`config.mk`:
```
export PLATFORM = sky130hd
export DESIGN_NAME = branch_redirect_unit
export DESIGN_NICKNAME = d
export VERILOG_FILES = /design/src/rtl/branch_redirect_unit.sv
export SDC_FILE = /design/constraint.sdc
export NUM_CORES = 1
export LEC_CHECK = 0
export CORE_ASPECT_RATIO = 1.5
export CORE_MARGIN = 2
export CORE_UTILIZATION = 46
export CTS_CLUSTER_DIAMETER = 100
export CTS_CLUSTER_SIZE = 40
export DETAILED_ROUTE_END_ITERATION = 8
export GPL_TIMING_DRIVEN = 1
export PLACE_DENSITY = 0.81
export SYNTH_ARGS = -nofsm -noshare
export SYNTH_HDL_FRONTEND = slang
export SYNTH_SLANG_ARGS = --single-unit
```
`constraint.sdc`:
```
create_clock -name clk -period 2.11 [get_ports clk]
set_clock_uncertainty 0.15 [all_clocks]
set_input_delay 0.422 -clock clk [delete_from_list [all_inputs] [get_ports clk]]
set_output_delay 0.422 -clock clk [all_outputs]
set_load 0.02 [all_outputs]
```
`src/rtl/branch_redirect_unit.sv`:
```
// Fetch PC owner: sequential fetch, taken-branch/jump redirect with registered
// IF/ID and ID/EX flush pulses, stall/back-pressure arbitration, redirect count.
module branch_redirect_unit #(
    parameter int              XLEN         = 32,
    parameter logic [XLEN-1:0] RESET_PC     = '0,
    parameter int              FLUSH_CYCLES = 2
) (
    input  logic            clk,
    input  logic            reset_n,
    input  logic            stall,
    input  logic            ex_valid,
    input  logic [5:0]      ex_aluSelect,
    input  logic            branch_taken,
    input  logic [XLEN-1:0] branch_target,
    input  logic            imem_ready,
    output logic [XLEN-1:0] pc_out,
    output logic            fetch_req,
    output logic            flush_ifid,
    output logic            flush_idex,
    output logic            misalign_err,
    output logic [15:0]     redirect_count
);

    typedef enum logic {RUN, FLUSH} state_t;

    localparam logic [2:0] FLUSH_INIT = 3'(FLUSH_CYCLES);

    state_t     state;
    logic [2:0] flush_cnt;
    logic       eligible;
    logic       taken_ok;
    logic       redirect;
    logic       misalign;

    // JAL..BGEU occupy the contiguous code range 3..10.
    always_comb begin
        eligible = (ex_aluSelect >= 6'd3) && (ex_aluSelect <= 6'd10);
        taken_ok = (state == RUN) && ex_valid && branch_taken && eligible;
        redirect = taken_ok && (branch_target[1:0] == 2'b00);
        misalign = taken_ok && (branch_target[1:0] != 2'b00);
    end

    always_ff @(posedge clk or negedge reset_n) begin
        if (!reset_n) begin
            state          <= RUN;
            flush_cnt      <= '0;
            pc_out         <= RESET_PC;
            fetch_req      <= 1'b0;
            flush_ifid     <= 1'b0;
            flush_idex     <= 1'b0;
            misalign_err   <= 1'b0;
            redirect_count <= '0;
        end else begin
            fetch_req    <= 1'b1;
            misalign_err <= misalign;
            if (redirect) begin
                // Redirect beats stall and back-pressure; the flush kills the in-flight fetch.
                pc_out         <= branch_target;
                redirect_count <= redirect_count + 16'd1;
                state          <= FLUSH;
                flush_cnt      <= FLUSH_INIT;
                flush_ifid     <= 1'b1;
                flush_idex     <= 1'b1;
            end else begin
                if (!stall && fetch_req && imem_ready)
                    pc_out <= pc_out + XLEN'(4);
                if (state == FLUSH) begin
                    if (flush_cnt <= 3'd1) begin
                        state      <= RUN;
                        flush_cnt  <= '0;
                        flush_ifid <= 1'b0;
                        flush_idex <= 1'b0;
                    end else begin
                        flush_cnt <= flush_cnt - 3'd1;
                    end
                end
            end
        end
    end

endmodule

```
==> impl_results.md, run 1 <==
- Status: completed
- Crit path DAT: 1430 ps
- Predominant post-synthesis flop cell: dfrtp_1
- Synthesized flop and latch total: 55
- CTS root buf: clkbuf_8
- Area Overhead vs Synth: 45.4%
- Max_slew headroom: 0.584
- Unrepaired setup endpoints after global routing: no
- Slowest stage delay, CP: roughly 650 ps
- Finished Layout Cells: 469
- Gate Count Post-Synth: 284
- Drt first pass iters: 4
- Critical Path, Cell by Cell: clkdlybuf4s50_1
- Post-route DRC violation count: 0
- HPWL Detailed: roughly 5.2 mm
- CP Class: reg -> out
- Inserted Diodes: 0
- Site Rows: 34
- WL met3: around 280 microns
- Maximum vdd drop: 0.483 mV
- Global-route usage over all layers: 0.207
- Top delay family on crit path: buffers and inverters
- Port bufs: 95
- Max cap viols: 0
- Sequential share of the synthesized area: 0.491
- Share of layout cells above drive strength 1: 0.0982
- Setup TNS: 0 ps
- Highest metal used: met4
- DRT Wirelength: 6.64 mm
- Chip Height: between 90 and 100 microns
- Number of flops mapped to enable cells by yosys: 0
- Global-route wire length before repair: 10.8 mm
- Placed insts: 459
- Max Root-Sink Buffers: 2
- Total power: 3.00 mW
- Cell area power density: around 740 nW/um^2
- Final setup fails: 0
- Vias in the first global route: 2400
- Slew @ Worst Pin: 624 ps
- Achievable Freq: 0.499 GHz
- Commonest non-fill, non-tap cell in the layout: clkdlybuf4s50_1
- HP Class: reg -> reg
- Die X: 67.7 microns
- CTS tree: done
- Largest net degree at the start of global routing: 31
- Gpl congestion: 0.779
- First DRT Iteration DRCs: 124
- Reg clk slew, reported paths: 100 ps
- Req. time, crit path: 1540 ps
- Worst skew pair latency: 310 ps
- IO Pins: 96
- Worst path slowest cell: clkdlybuf4s50_1
- Met1 wire length: around 2.6 mm
- Async set-reset flop share out of synthesis: 1.00
- Max Slew Vio Count: 0
- Hold Vio Cnt, Final: 0
- Final period utilization: 0.949
- Core area: 5830 sq um
- Synth Cell Area: 2800 sq um
- Most frequent cells in the layout: clkdlybuf4s50_1, dfrtp_1, nand2_1
- Fin crit period: 2000 ps
- Area of the die: 6740 sq um
- Clock sink count: 55
- DR WL/cell: around 14 microns
- Met2 wire len: 3.67 mm
- P_leak: ~1.7 nW
- Cell variety after synth: 37
- Routed Antenna Nets: 0
- Avg Inst Size Synth: 9.86 sq um
- Post-route setup slack: 107 ps
- Initial Utilization: 0.481
- Synthesis warning total: 0
- Crit-path max FO: 6
- Total vias in the final route: ~2500
- Vias per cell: 5.23
- Initial antenna violation count: 0
- H-tree levels: 2
- Synthesized Nets: 332
- Inserted Clock Buffers: 5
- Pre-CTS WS: -288 ps
- CP bufs+invs: 1
- Setup crit end kind: output pin
- Startpoint types: register
- Final net count: 444
- Gr ovfl total: 0
==> cell type report <==
cell class | instances | area, sq um
fill | 476 | 1760
sequential | 55 | 1380
multi-input combinational | 215 | 1370
timing repair buffer | 114 | 1130
tap | 72 | 90.1
clock buffer | 6 | 72.6
inverter | 5 | 18.8
clock inverter | 2 | 12.5
==> kinds of logic (layout without fill, tap and decap cells) <==
family	count (synthesis)	in the layout	synth area share
other cells	1	1	0.00134
buf+inv	14	127	0.0223
simple gates	127	127	0.245
compound gates	33	33	0.0612
mux	6	6	0.0232
xor+xnor	44	44	0.138
flops	55	55	0.491
fa+ha+maj	4	4	0.0179
==> metal layers <==
metal | GRT usage | up-vias
met5 | 0 | -
met4 | 0.0675 | 0
met3 | 0.0283 | 9
met2 | 0.376 | 57
met1 | 0.241 | 1187
li1 | - | 1201
==> timing repair <==
item | 4_1_cts | 5_1_grt
buffers inserted | 0 | 1
resized for setup | 0 | 2
endpoints found under the setup margin | 0 | 2
hold endpoints to repair | 26 | 0
hold buffers | 1 | 0
==> Yosys cell counts (2+ instances only) <==
cell / instances / area share
a21oi_1: 2 / 0.0036
and2_1: 5 / 0.011
and3_1: 7 / 0.016
and4_1: 2 / 0.0063
buf_2: 5 / 0.0089
clkbuf_1: 3 / 0.0040
dfrtp_1: 55 / 0.49
ha_1: 4 / 0.018
inv_1: 4 / 0.0054
mux2_1: 4 / 0.016
mux2i_1: 2 / 0.0071
nand2_1: 45 / 0.060
nand3_1: 17 / 0.030
nand3_2: 2 / 0.0071
nand4_1: 17 / 0.038
nor2_1: 13 / 0.017
nor3_1: 4 / 0.0071
nor3_2: 2 / 0.0071
nor4_1: 3 / 0.0067
nor4_4: 2 / 0.015
o21ai_0: 4 / 0.0071
o21ai_1: 25 / 0.045
xnor2_1: 17 / 0.053
xor2_1: 27 / 0.084
==> sequential cells by signal (all words and copies together), names as in the netlist <==
register	flops
fetch_req	1
flush_idex	1
pc_out	32
misalign_err	1
flush_cnt	3
redirect_count	16
state	1
==> final timing paths <==
| kind | from | endpoint | slack (ps) | depth (start not counted) |
|---|---|---|---|---|
| min in group asynchronous | reset_n | misalign_err$_DFF_PN0_ | 510 | 2 |
| hold / removal | redirect_count[15]$_DFFE_PN0P_ | redirect_count[15]$_DFFE_PN0P_ | 320 | 1 |
| hold reg to reg | redirect_count[15]$_DFFE_PN0P_ | redirect_count[15]$_DFFE_PN0P_ | 320 | 1 |
| setup reg to reg | pc_out[2]$_DFFE_PN0P_ | pc_out[12]$_DFFE_PN0P_ | 140 | 7 |
| max in group asynchronous | reset_n | pc_out[7]$_DFFE_PN0P_ | 730 | 3 |
| setup / recovery | pc_out[15]$_DFFE_PN0P_ | pc_out[15] | 110 | 1 |
==> stage by stage <==
stage           util  hold WS (ps)  area [sq um]
6_report       0.699           322          4070
5_1_grt        0.699           363          4070
4_1_cts        0.696           328          4060
3_5_place_dp   0.679           314          3960
3_3_place_gp   0.679           312          3960
2_1_floorplan      -         -23.6          2800
==> power breakdown <==
part | internal, mW | switching, mW | total, mW
logic | 0.517 | 0.479 | 0.996
clock network | 0.233 | 0.333 | 0.566
registers | 1.23 | 0.213 | 1.44
total | 1.98 | 1.02 | 3.00
(Power assumes the default switching activity.)
==> run 2, diff against run 1 <==
--- a/config.mk
+++ b/config.mk
@@ -5,6 +5,7 @@
 export SDC_FILE = /design/constraint.sdc
 export NUM_CORES = 1
 export LEC_CHECK = 0
+export ABC_CLOCK_PERIOD_IN_PS = 2110
 export CORE_ASPECT_RATIO = 1.5
 export CORE_MARGIN = 2
 export CORE_UTILIZATION = 46
==> results of run 2 <==
No change in the layout: final DEF, timing and power equal those of run 1.
